**src/rtl/traffic_state_seq_if.sv**
```systemverilog
// Port bundle for the traffic phase sequencer: prescaler/request inputs in,
// registered phase code and status out.
interface traffic_state_seq_if #(
  parameter int unsigned CNT_W = 8
);
  // No valid/ready pair here: tick is a one-cycle enable pulse, ped_req and
  // emerg are levels sampled every rising edge, and every output is a
  // registered level that the consumer may read in any cycle.
  logic             tick;
  logic             ped_req;
  logic             emerg;
  logic [1:0]       presState;
  logic [CNT_W-1:0] remaining;
  logic             phase_start;
  logic             ped_walk;

  modport master (
    output tick,
    output ped_req,
    output emerg,
    input  presState,
    input  remaining,
    input  phase_start,
    input  ped_walk
  );

  modport slave (
    input  tick,
    input  ped_req,
    input  emerg,
    output presState,
    output remaining,
    output phase_start,
    output ped_walk
  );
endinterface

```
**src/rtl/traffic_state_seq.sv**
```systemverilog
// GREEN -> YELLOW -> RED phase sequencer with tick-based dwell counting,
// pedestrian green truncation and an emergency hold-in-red override.
module traffic_state_seq #(
  parameter int unsigned GREEN_TICKS  = 8,
  parameter int unsigned YELLOW_TICKS = 3,
  parameter int unsigned RED_TICKS    = 6,
  parameter int unsigned MIN_GREEN    = 2,
  parameter int unsigned CNT_W        = 8
) (
  input  logic                clk,
  input  logic                rst_n,
  traffic_state_seq_if.slave  bus
);

  typedef enum logic [1:0] {
    PH_GREEN  = 2'b00,
    PH_YELLOW = 2'b01,
    PH_RED    = 2'b10
  } phase_e;

  localparam logic [CNT_W-1:0] GREEN_L  = CNT_W'(GREEN_TICKS);
  localparam logic [CNT_W-1:0] YELLOW_L = CNT_W'(YELLOW_TICKS);
  localparam logic [CNT_W-1:0] RED_L    = CNT_W'(RED_TICKS);
  localparam logic [CNT_W-1:0] MIN_L    = CNT_W'(MIN_GREEN);
  localparam logic [CNT_W-1:0] ONE_L    = CNT_W'(1);

  phase_e           state_q, state_d;
  logic [CNT_W-1:0] rem_q, rem_d;
  logic             pend_q, pend_d;
  logic             walk_q, walk_d;
  logic             pstart_q, pstart_d;

  logic             last_tick;
  logic             ped_any;

  // The 1 -> next-phase move replaces the decrement, so rem never hits 0.
  assign last_tick = bus.tick && (rem_q == ONE_L);
  assign ped_any   = pend_q || bus.ped_req;

  always_comb begin
    state_d  = state_q;
    rem_d    = rem_q;
    pend_d   = pend_q || bus.ped_req;
    walk_d   = walk_q;
    pstart_d = 1'b0;

    unique case (state_q)
      PH_GREEN: begin
        if (bus.emerg) begin
          state_d  = PH_YELLOW;
          rem_d    = YELLOW_L;
          pstart_d = 1'b1;
        end else if (ped_any && (rem_q > MIN_L)) begin
          rem_d = MIN_L;
        end else if (last_tick) begin
          state_d  = PH_YELLOW;
          rem_d    = YELLOW_L;
          pstart_d = 1'b1;
        end else if (bus.tick) begin
          rem_d = rem_q - ONE_L;
        end
      end

      PH_YELLOW: begin
        if (last_tick) begin
          // The request being served moves into ped_walk; a request arriving
          // on this very edge stays pending for the next cycle.
          state_d  = PH_RED;
          rem_d    = RED_L;
          walk_d   = pend_q;
          pend_d   = bus.ped_req;
          pstart_d = 1'b1;
        end else if (bus.tick) begin
          rem_d = rem_q - ONE_L;
        end
      end

      PH_RED: begin
        if (bus.emerg) begin
          rem_d = RED_L;
        end else if (last_tick) begin
          state_d  = PH_GREEN;
          rem_d    = GREEN_L;
          walk_d   = 1'b0;
          pstart_d = 1'b1;
        end else if (bus.tick) begin
          rem_d = rem_q - ONE_L;
        end
      end

      default: begin
        state_d = PH_RED;
        rem_d   = RED_L;
        walk_d  = 1'b0;
      end
    endcase
  end

  always_ff @(posedge clk or negedge rst_n) begin
    if (!rst_n) begin
      state_q  <= PH_RED;
      rem_q    <= RED_L;
      pend_q   <= 1'b0;
      walk_q   <= 1'b0;
      pstart_q <= 1'b0;
    end else begin
      state_q  <= state_d;
      rem_q    <= rem_d;
      pend_q   <= pend_d;
      walk_q   <= walk_d;
      pstart_q <= pstart_d;
    end
  end

  assign bus.presState   = state_q;
  assign bus.remaining   = rem_q;
  assign bus.phase_start = pstart_q;
  assign bus.ped_walk    = walk_q;

  a_no_code3: assert property (@(posedge clk) disable iff (!rst_n)
    state_q != 2'b11);

  a_rem_nonzero: assert property (@(posedge clk) disable iff (!rst_n)
    rem_q != '0);

  a_walk_only_red: assert property (@(posedge clk) disable iff (!rst_n)
    walk_q |-> (state_q == PH_RED));

endmodule

```
**src/flat_wrapper.sv**
```systemverilog
// flat-port wrapper written by rule: the top's interface ports become plain ports
module traffic_state_seq_flat 
#(
  parameter int unsigned GREEN_TICKS  = 8,
  parameter int unsigned YELLOW_TICKS = 3,
  parameter int unsigned RED_TICKS    = 6,
  parameter int unsigned MIN_GREEN    = 2,
  parameter int unsigned CNT_W        = 8
)
  (clk, rst_n, bus_tick, bus_ped_req, bus_emerg, bus_presState, bus_remaining, bus_phase_start, bus_ped_walk);
  traffic_state_seq_if #(.CNT_W(CNT_W)) bus_i ();
  input  logic clk;
  input  logic rst_n;
  input wire logic [$bits(bus_i.tick)-1:0] bus_tick;
  input wire logic [$bits(bus_i.ped_req)-1:0] bus_ped_req;
  input wire logic [$bits(bus_i.emerg)-1:0] bus_emerg;
  output wire logic [$bits(bus_i.presState)-1:0] bus_presState;
  output wire logic [$bits(bus_i.remaining)-1:0] bus_remaining;
  output wire logic [$bits(bus_i.phase_start)-1:0] bus_phase_start;
  output wire logic [$bits(bus_i.ped_walk)-1:0] bus_ped_walk;
  assign bus_i.tick = bus_tick;
  assign bus_i.ped_req = bus_ped_req;
  assign bus_i.emerg = bus_emerg;
  assign bus_presState = bus_i.presState;
  assign bus_remaining = bus_i.remaining;
  assign bus_phase_start = bus_i.phase_start;
  assign bus_ped_walk = bus_i.ped_walk;
  traffic_state_seq #(.GREEN_TICKS(GREEN_TICKS), .YELLOW_TICKS(YELLOW_TICKS), .RED_TICKS(RED_TICKS), .MIN_GREEN(MIN_GREEN), .CNT_W(CNT_W)) u_core (.clk(clk), .rst_n(rst_n), .bus(bus_i));
endmodule
```
**config.mk**
```make
export PLATFORM = sky130hd
export DESIGN_NAME = traffic_state_seq_flat
export DESIGN_NICKNAME = d
export VERILOG_FILES = /design/src/rtl/traffic_state_seq_if.sv /design/src/rtl/traffic_state_seq.sv /design/src/flat_wrapper.sv
export SDC_FILE = /design/constraint.sdc
export NUM_CORES = 1
export LEC_CHECK = 0
export ABC_AREA = 1
export BUFFER_PORTS_ARGS = -buffer_cell sky130_fd_sc_hd__buf_2
export CELL_PAD_IN_SITES_DETAIL_PLACEMENT = 0
export CELL_PAD_IN_SITES_GLOBAL_PLACEMENT = 2
export CORE_MARGIN = 2
export CORE_UTILIZATION = 33
export CTS_BUF_LIST = sky130_fd_sc_hd__clkbuf_4
export CTS_CLUSTER_SIZE = 8
export DETAILED_ROUTE_END_ITERATION = 8
export PLACE_DENSITY_LB_ADDON = 0.1
export SETUP_SLACK_MARGIN = 0.2
export SLEW_MARGIN = 20
export SYNTH_ARGS = -nofsm -noshare
export SYNTH_HDL_FRONTEND = slang
export SYNTH_SLANG_ARGS = --single-unit
```
**constraint.sdc**
```tcl
create_clock -name clk -period 2.8 [get_ports clk]
set_input_delay 0.28 -clock clk [delete_from_list [all_inputs] [get_ports clk]]
set_output_delay 0.28 -clock clk [all_outputs]
set_load 0.02 [all_outputs]
```
==> results of run 1 <==
## layout by cell type (no fill, tap or decap)
master	count
o21ai_0	9
inv_2	5
dfrtp_1	10
dfstp_2	3
inv_1	19
nand3_2	1
o21ai_1	2
o21ai_2	1
nor3_1	1
o211ai_1	1
dlygate4sd3_1	1
nor2_2	2
nand2_1	29
buf_2	16
xnor2_1	1
xor2_1	3
nor2_1	18
nand3_1	4
nand4_1	3
clkbuf_4	4
nor2_4	3
ha_1	3
a22oi_1	1
nand2_2	7
## power groups by stage
| stage | combinational (mW) | clock, mW | sequential [mW] |
|---|---|---|---|
| after floorplan | 0.400 | 0 | 0.403 |
| after global placement | 0.626 | 0 | 0.343 |
| after detailed placement | 0.621 | 0 | 0.345 |
| after CTS | 0.627 | 0.130 | 0.341 |
| after global routing | 0.693 | 0.139 | 0.354 |
| final | 0.619 | 0.122 | 0.341 |
## final timing paths
check                           slack (ns)                     from                 endpoint  cells past startpoint
worst min-delay path                  0.22              bus_ped_req            u_core.pend_q                      3
worst max register to register        1.25  u_core.bus.remaining[1]   u_core.bus.phase_start                     10
min in group asynchronous             0.42                    rst_n  u_core.bus.presState[0]                      2
worst min register to register        0.48            u_core.pend_q            u_core.pend_q                      2
max in group asynchronous             2.11                    rst_n  u_core.bus.remaining[2]                      2
worst max-delay path                  1.25  u_core.bus.remaining[1]   u_core.bus.phase_start                     10
## cell families after synthesis
| kind of cell | share of synthesized area [%] |
|---|---|
| and+or+nand+nor | 36.0 |
| buffers and inverters | 10.1 |
| AOI/OAI and AO/OA | 8.85 |
| DFF | 36.9 |
| xor gates and xnor gates | 3.93 |
| adders and majority gates | 4.21 |
## area by class of cell
| class | instances | area (µm²) | share of cell area [%] |
|---|---|---|---|
| Inverter | 24 | 90.1 | 8.59 |
| Multi-Input combinational cell | 89 | 472 | 45.0 |
| Clock buffer | 4 | 30.0 | 2.86 |
| Timing Repair Buffer | 17 | 90.1 | 8.59 |
| Tap cell | 30 | 37.5 | 3.58 |
| Sequential cell | 13 | 329 | 31.4 |
## cells in the mapped netlist
| master | instances |
|---|---|
| nor3_1 | 1 |
| nor2_4 | 3 |
| nor2_1 | 18 |
| ha_1 | 3 |
| nand2_2 | 7 |
| inv_1 | 19 |
| nand2_1 | 29 |
| a22oi_1 | 1 |
| dfrtp_1 | 10 |
| o21ai_0 | 9 |
| nand4_1 | 3 |
| nand3_2 | 1 |
| nor2_2 | 2 |
| nand3_1 | 4 |
| o21ai_1 | 2 |
| inv_2 | 5 |
| o211ai_1 | 1 |
| xor2_1 | 3 |
| dfstp_2 | 3 |
| xnor2_1 | 1 |
| o21ai_2 | 1 |
## critical path, cell delays in order (launching register included)
cell	delay, ns
dfstp_2	0.57
inv_1	0.08
ha_1	0.18
nand2_1	0.08
inv_1	0.04
nand2_1	0.09
nor2_4	0.07
nand2_1	0.06
nand2_1	0.04
nand2_1	0.10
o21ai_0	0.10
## stage by stage
stage	utilization (%)	cells	setup WS, ns	instance area (µm²)
3_5_place_dp	40.0	172	1.25	1010
3_3_place_gp	40.0	172	1.28	1010
2_1_floorplan	-	126	1.32	891
5_1_grt	41.6	177	1.14	1050
4_1_cts	41.6	177	1.24	1050
6_report	41.6	177	1.25	1050
## per-layer routing
metal / GRT usage [%] / wire length, µm / vias to the layer above
met5: 0 / 0 / -
met4: 5.10 / 14 / 0
met3: 1.63 / 59 / 2
met2: 20.4 / 867 / 10
met1: 19.0 / 988 / 346
li1: - / - / 432
## registers in the layout (all words and copies together), names as in the netlist
register / cells
u_core.bus.ped_walk: 1
u_core.bus.phase_start: 1
u_core.bus.presState: 2
u_core.bus.remaining: 8
u_core.pend_q: 1
==> flow_metrics.tcl, run 1 <==
set metrics [dict create \
    power.leakage_nw 0.582 \
    grt_pass1_wl_um 3320 \
    final_nets 156 \
    ys_ff_latch 13 \
    die_y_um 56.0 \
    viasPerCell 4.46 \
    clkTransAtPathRegs_ns 0.08 \
    finalWeightedCongestion 0.766 \
    initial_core_util_pct 35.3 \
    syn_area_per_cell_um2 7.07 \
    grt_pass1_vias 766 \
    drtIter0Drc 5 \
    p_switching_uw 547 \
    grt_usage_pct 13.3 \
    port-buffer-count 16 \
    skew_ns 0.00483 \
    coreArea_um2 2520 \
    fin_crit_ns 1.55 \
    rows 18 \
    yosys-top-cells-area "dfrtp_1 28%, nand2_1 12%, dfstp_2 8.8%, inv_1 8.0%, nor2_1 7.6%" \
    cts_tree "built" \
    clock-sinks 13 \
    crit_path_max_fanout 9 \
    syn_inst 126 \
    whs_ns 0.220 \
    drt_first_pass_iters 4 \
    ys_seq_area_share_pct 36.9 \
    power_density_nw_per_um2 1030 \
    tightest_slew_ns 0.290 \
    fin_crit_sh_pct 55.3 \
    startpoint_type "register" \
    clockRootBuffer "clkbuf_4" \
    pwr-share-seq_pct 31.5 \
    syn_area_um2 891 \
    antenna_found_initial 0 \
    grt_max_degree 14 \
    arrival_ns 1.70 \
    layout-drive-gt1-share_pct 28.6 \
    total_power_mw 1.08 \
    fmax_mhz 646 \
    maxCapViolCount 0 \
    cts-hold-fix-buffers 1 \
    crit_type "register to register" \
    die_w_um 56.0 \
    area_delta_synth_final_pct 17.7 \
    dp_hpwl_um 1590 \
    tns_ns 0 \
    vias 790 \
    synth_top_area_cell "dfrtp_1" \
    post_cts_buffers 0 \
    status "finished clean" \
    io_pins 17 \
    drc 0 \
    rsz0062_at_grt "false" \
    yosys_warnings 0 \
    clockBufferDepth 2 \
    nFillCells 292 \
    p_clk_share_pct 11.2 \
    setup_violations 0 \
    synth_top_area_share_pct 28.1 \
    final_hold_viol_count 0 \
    h-tree-depth 1 \
    wl_per_cell_um 10.9 \
    syn-num-nets 134 \
    internal_power_uw 535 \
    diodes 0 \
    end_kind "register" \
    relSlewSlack_pct 80.7 \
    switching_share_pct 50.5 \
    overflow 0 \
    cp_data_required_time_ns 2.95 \
    drt-total-wl_um 1930 \
    final_max_slew_viol_count 0 \
    p_comb_share_pct 57.2 \
    yosysUniqueCellTypes 21 \
    ir_drop_v 0.000511 \
    fp.dieArea_um2 3130 \
    min_path_type "input port to register" \
    clock_latency_ns 0.27 \
    ant_nets 0 \
    cts_resized 0 \
    numCtsBuffers 3 \
]
No activity file was read; power rests on OpenSTA's default activity.
==> run 2: changes to the inputs <==
--- a/config.mk
+++ b/config.mk
@@ -10,7 +10,7 @@
 export CELL_PAD_IN_SITES_DETAIL_PLACEMENT = 0
 export CELL_PAD_IN_SITES_GLOBAL_PLACEMENT = 2
 export CORE_MARGIN = 2
-export CORE_UTILIZATION = 33
+export CORE_UTILIZATION = 28
 export CTS_BUF_LIST = sky130_fd_sc_hd__clkbuf_4
 export CTS_CLUSTER_SIZE = 8
 export DETAILED_ROUTE_END_ITERATION = 8
==> constraint.sdc (replaced) <==
create_clock -name clk -period 1.3 [get_ports clk]
set_input_delay 0.13 -clock clk [delete_from_list [all_inputs] [get_ports clk]]
set_output_delay 0.13 -clock clk [all_outputs]
set_load 0.02 [all_outputs]
==> run 2 against run 1 <==
  * The flow now finishes with violations (setup timing)
  * Final area up 38%
  * Combinational power rose to 3.5 times the previous value
  * Fmax up 7.6%
  * Hold slack worse by 0.15 ns
  * Critical path depth unchanged
  * Cell count up 19%
  * Die area up 17%
  * Non-clock buffer count up 18
  * Sequential power up 120%
  * Largest cell class unchanged
==> flow_metrics.tcl, run 2 (synthesized netlist as in run 1, its figures left out) <==
set metrics [dict create \
    drtIter0Drc 20 \
    cpPeakStageDelay_ns 0.60 \
    fin_crit_ns 1.44 \
    final_nets 175 \
    relSlewSlack_pct 81.3 \
    ir_drop_v 0.00104 \
    clock_latency_ns 0.27 \
    clockRootBuffer "clkbuf_4" \
    viasPerCell 4.29 \
    layout_commonest_cell "nand2_1" \
    grt_pass1_wl_um 3800 \
    port-buffer-count 16 \
    wl_per_cell_um 10.9 \
    io_pins 17 \
    area_delta_synth_final_pct 61.9 \
    grt_pass1_vias 849 \
    drt-total-wl_um 2280 \
    skew_ns 0.00792 \
    die_w_um 60.4 \
    place_ws_ns -0.195 \
    rsz0062_at_grt "true" \
    initial_core_util_pct 29.4 \
    ant_nets 0 \
    dp_hpwl_um 1780 \
    h-tree-depth 1 \
    vias 901 \
    setup_violations 13 \
    min_path_type "input port to register" \
    critPathTopFamily "flip-flops" \
    path_cells "inv_4 -> buf_6 -> nor2_4 -> nor2_2 -> nand2_2 -> nand2_4 -> nand2_4 -> nand2_4 -> nand2_4 -> nor2_4" \
    antenna_found_initial 0 \
    end_kind "register" \
    maxCapViolCount 0 \
    clockBufferDepth 2 \
    clkTransAtPathRegs_ns 0.08 \
    cp_data_required_time_ns 1.45 \
    grt_max_degree 14 \
    drt_first_pass_iters 4 \
    path_buf_inv 2 \
    arrival_ns 1.59 \
    startpoint_type "register" \
    tns_ns -1.42 \
    total_power_mw 3.19 \
    crit_path_frequent_cell "nand2_4" \
    rows 20 \
    grt_usage_pct 14.1 \
    final_max_slew_viol_count 0 \
    coreArea_um2 3030 \
    fin_crit_sh_pct 111 \
    failed_checks "setup timing" \
    final_hold_viol_count 0 \
    whs_ns 0.0671 \
    fin_ws_ns -0.138 \
    final_cell_mix "18 x nand2_1, 15 x inv_1, 14 x buf_6" \
    fp.dieArea_um2 3650 \
    die_y_um 60.4 \
    overflow 0 \
    crit_slowest_cell "dfstp_2" \
    tightest_slew_ns 0.281 \
    drc 0 \
    numCtsBuffers 3 \
    dp_cells 198 \
    fmax_mhz 695 \
    power.leakage_nw 0.732 \
    crit_type "register to register" \
    layout-drive-gt1-share_pct 55.4 \
    power_density_nw_per_um2 2210 \
    fin_cells 210 \
    status "finished with violations" \
    crit_path_max_fanout 4 \
    clock-sinks 13 \
    finalWeightedCongestion 0.750 \
    largest_register_ffs 8 \
    diodes 0 \
    cts_tree "built" \
]
[run 2: cell type report]
type                       instances  area, µm²
fill                             322       1590
multi-input combinational         90        638
sequential                        13        332
timing repair buffer              35        295
inverter                          24       92.6
tap                               44       55.1
clock buffer                       4       30.0
[run 2: routing by layer]
layer	wire, µm	track usage, %
met3	73	2.13
met4	19	4.76
met2	1130	23.0
met5	0	0
met1	1060	19.2
[run 2: timing repair]
item                                   4_1_cts  5_1_grt
setup endpoints to repair                   18       20
pin swaps                                   12        8
gates cloned                                 1        0
setup buffers                                4        2
hold buffers                                 1        0
endpoints found under the hold margin       11        0
gates resized for setup                     29       29
[run 2: worst reg2reg max path: stages, from the launching register on]
cell,delay (ns)
dfstp_2,0.60
inv_4,0.06
buf_6,0.11
nor2_4,0.08
nor2_2,0.04
nand2_2,0.09
nand2_4,0.08
nand2_4,0.07
nand2_4,0.05
nand2_4,0.09
nor2_4,0.04
[run 2: power by group]
part	internal, mW	leakage (nW)	switching (mW)
clock	0.139	0.0184	0.119
sequential	0.567	0.159	0.178
combinational	0.950	0.555	1.24
total	1.66	0.732	1.53
[run 2: worst paths after layout]
| path | from | endpoint | slack [ns] | cells after the start |
|---|---|---|---|---|
| max | u_core.bus.remaining[1] | u_core.bus.remaining[6] | -0.14 | 10 |
| min | bus_ped_req | u_core.pend_q | 0.07 | 3 |
| max reg2reg | u_core.bus.remaining[1] | u_core.bus.remaining[6] | -0.14 | 10 |
| min reg2reg | u_core.pend_q | u_core.pend_q | 0.47 | 2 |
| max in group asynchronous | rst_n | u_core.bus.remaining[2] | 0.76 | 2 |
| min in group asynchronous | rst_n | u_core.bus.phase_start | 0.27 | 2 |
[run 2: through the flow]
step                      util, %  cell area, µm²
after floorplan                 -             922
after global placement       37.9            1150
after detailed placement     37.9            1150
after CTS                    43.6            1320
after global routing         47.6            1440
final                        47.6            1440
==> run 3: changes to the inputs <==
--- a/config.mk
+++ b/config.mk
@@ -10,7 +10,7 @@
 export CELL_PAD_IN_SITES_DETAIL_PLACEMENT = 0
 export CELL_PAD_IN_SITES_GLOBAL_PLACEMENT = 2
 export CORE_MARGIN = 2
-export CORE_UTILIZATION = 28
+export CORE_UTILIZATION = 31
 export CTS_BUF_LIST = sky130_fd_sc_hd__clkbuf_4
 export CTS_CLUSTER_SIZE = 8
 export DETAILED_ROUTE_END_ITERATION = 8
==> constraint.sdc (replaced) <==
create_clock -name clk -period 1.4 [get_ports clk]
set_input_delay 0.14 -clock clk [delete_from_list [all_inputs] [get_ports clk]]
set_output_delay 0.14 -clock clk [all_outputs]
set_load 0.02 [all_outputs]
==> run 3 against run 2 <==
  * The flow still finishes with violations (setup timing)
  * Highest routed layer unchanged
  * Combinational power is 17% lower
  * Power is 13% lower
  * Hold slack improved by 0.0039 ns
  * Sequential power shrank 6.6%
  * Clock-buffer cell count is the same
  * Clock power fell by 2%
  * Critical endpoint is now u_core.bus.presState[1]
  * Critical path type unchanged
  * Clock skew about the same
==> flow_metrics.tcl, run 3 (synthesized netlist as in run 1, its figures left out) <==
set metrics [dict create \
    status "finished with violations" \
    failed_checks "setup timing" \
    io_pins 17 \
    maxCapViolCount 0 \
    drt-total-wl_um 2250 \
    path_cells "buf_12 -> ha_4 -> nand2_4 -> inv_2 -> nand2_4 -> nor2_4 -> nor2_1 -> nor2_1 -> nand4_1 -> nand2_1" \
    crit_slowest_cell "dfrtp_2" \
    layout-drive-gt1-share_pct 48.4 \
    finalWeightedCongestion 0.724 \
    skew_ns 0.00828 \
    numCtsBuffers 3 \
    clockBufferDepth 2 \
    fin_crit_sh_pct 102 \
    final_cell_mix "22 x nand2_1, 15 x inv_1, 15 x nor2_1" \
    antenna_found_initial 0 \
    clockRootBuffer "clkbuf_4" \
    fmax_mhz 700 \
    initial_core_util_pct 32.6 \
    rsz0062_at_grt "true" \
    drt_first_pass_iters 4 \
    hold_start "bus_ped_req" \
    dp_hpwl_um 1720 \
    crit_type "register to register" \
    wl_per_cell_um 12.0 \
    die_y_um 57.6 \
    fin_ws_ns -0.0284 \
    clkTransAtPathRegs_ns 0.09 \
    die_w_um 57.6 \
    crit_path_max_fanout 5 \
    fp.dieArea_um2 3320 \
    grt_pass1_vias 829 \
    layout_commonest_cell "nand2_1" \
    cts_tree "built" \
    largest_register_ffs 8 \
    drc 0 \
    power_density_nw_per_um2 2140 \
    fin_cells 188 \
    clock-sinks 13 \
    vias 875 \
    power.leakage_nw 0.688 \
    port-buffer-count 16 \
    ant_nets 0 \
    final_nets 166 \
    overflow 0 \
    relSlewSlack_pct 80.3 \
    min_path_type "input port to register" \
    grt_max_degree 14 \
    final_max_slew_viol_count 0 \
    fin_crit_ns 1.43 \
    rows 19 \
    clock_latency_ns 0.27 \
    ir_drop_v 0.00113 \
    final_hold_viol_count 0 \
    drtIter0Drc 20 \
    coreArea_um2 2730 \
    h-tree-depth 1 \
    setup_violations 9 \
    cpPeakStageDelay_ns 0.43 \
    tightest_slew_ns 0.296 \
    startpoint_type "register" \
    fin_area_um2 1290 \
    viasPerCell 4.65 \
    crit_start "u_core.bus.remaining[0]" \
    area_delta_synth_final_pct 45.2 \
    reg2reg_slack_ns -0.03 \
    timing.rr.start "u_core.bus.remaining[0]" \
    arrival_ns 1.65 \
    dp_cells 180 \
    grt_pass1_wl_um 3740 \
    post_dp_cell_area_um2 1090 \
    grt_usage_pct 15.0 \
    whs_ns 0.0710 \
    diodes 0 \
    cp_data_required_time_ns 1.62 \
    end_kind "register" \
]
## run 3: metrics by stage
step	total power, mW	TNS (ns)	worst slack, ns	utilization, %
4_1_cts	2.50	-0.207	-0.0421	43.6
3_3_place_gp	2.07	-0.309	-0.0652	40.0
3_5_place_dp	2.10	-0.574	-0.0986	40.0
5_1_grt	3.03	-1.07	-0.125	47.3
2_1_floorplan	1.66	0	0.0173	-
6_report	2.77	-0.151	-0.0284	47.3
## run 3: layout make-up
class | count | area [µm²]
Inverter | 24 | 92.6
Sequential cell | 13 | 332
Clock buffer | 4 | 30.0
Fill cell | 291 | 1440
Timing Repair Buffer | 26 | 189
Multi-Input combinational cell | 90 | 612
Tap cell | 31 | 38.8
## run 3: worst paths after layout
check / end / cells past startpoint
worst min-delay path: u_core.pend_q / 3
worst max-delay path: u_core.bus.presState[1] / 10
min in group asynchronous: u_core.bus.phase_start / 2
worst max register to register: u_core.bus.presState[1] / 10
worst min register to register: u_core.pend_q / 2
max in group asynchronous: u_core.bus.remaining[2] / 2
## run 3: critical path, delay by kind of cell, from the launching register on
kind / cells / cell delay, ns
adders and majority gates: 1 / 0.13
buffers and inverters: 2 / 0.18
DFF: 1 / 0.43
and+or+nand+nor: 7 / 0.63
## run 3: what timing repair did
action                                  in CTS  in global routing
resized for setup                           16                 20
endpoints found under the setup margin      15                 17
hold buffers                                 1                  0
setup buffers                                0                  2
pin swaps                                    4                  2
cloned                                       1                  0
endpoints found under the hold margin       10                  0
## run 3: metal layers
| metal | GRT usage (%) | vias up | routed length [µm] |
|---|---|---|---|
| met5 | 0 | - | 0 |
| met4 | 5.98 | 0 | 38 |
| met3 | 2.27 | 4 | 63 |
| met2 | 25.5 | 13 | 1130 |
| met1 | 19.0 | 405 | 1020 |
| li1 | - | 453 | - |
## run 3: report_power, final
group	switching, mW	leakage [nW]	internal (mW)
registers	0.169	0.159	0.526
logic	1.08	0.510	0.746
clock network	0.123	0.0184	0.130
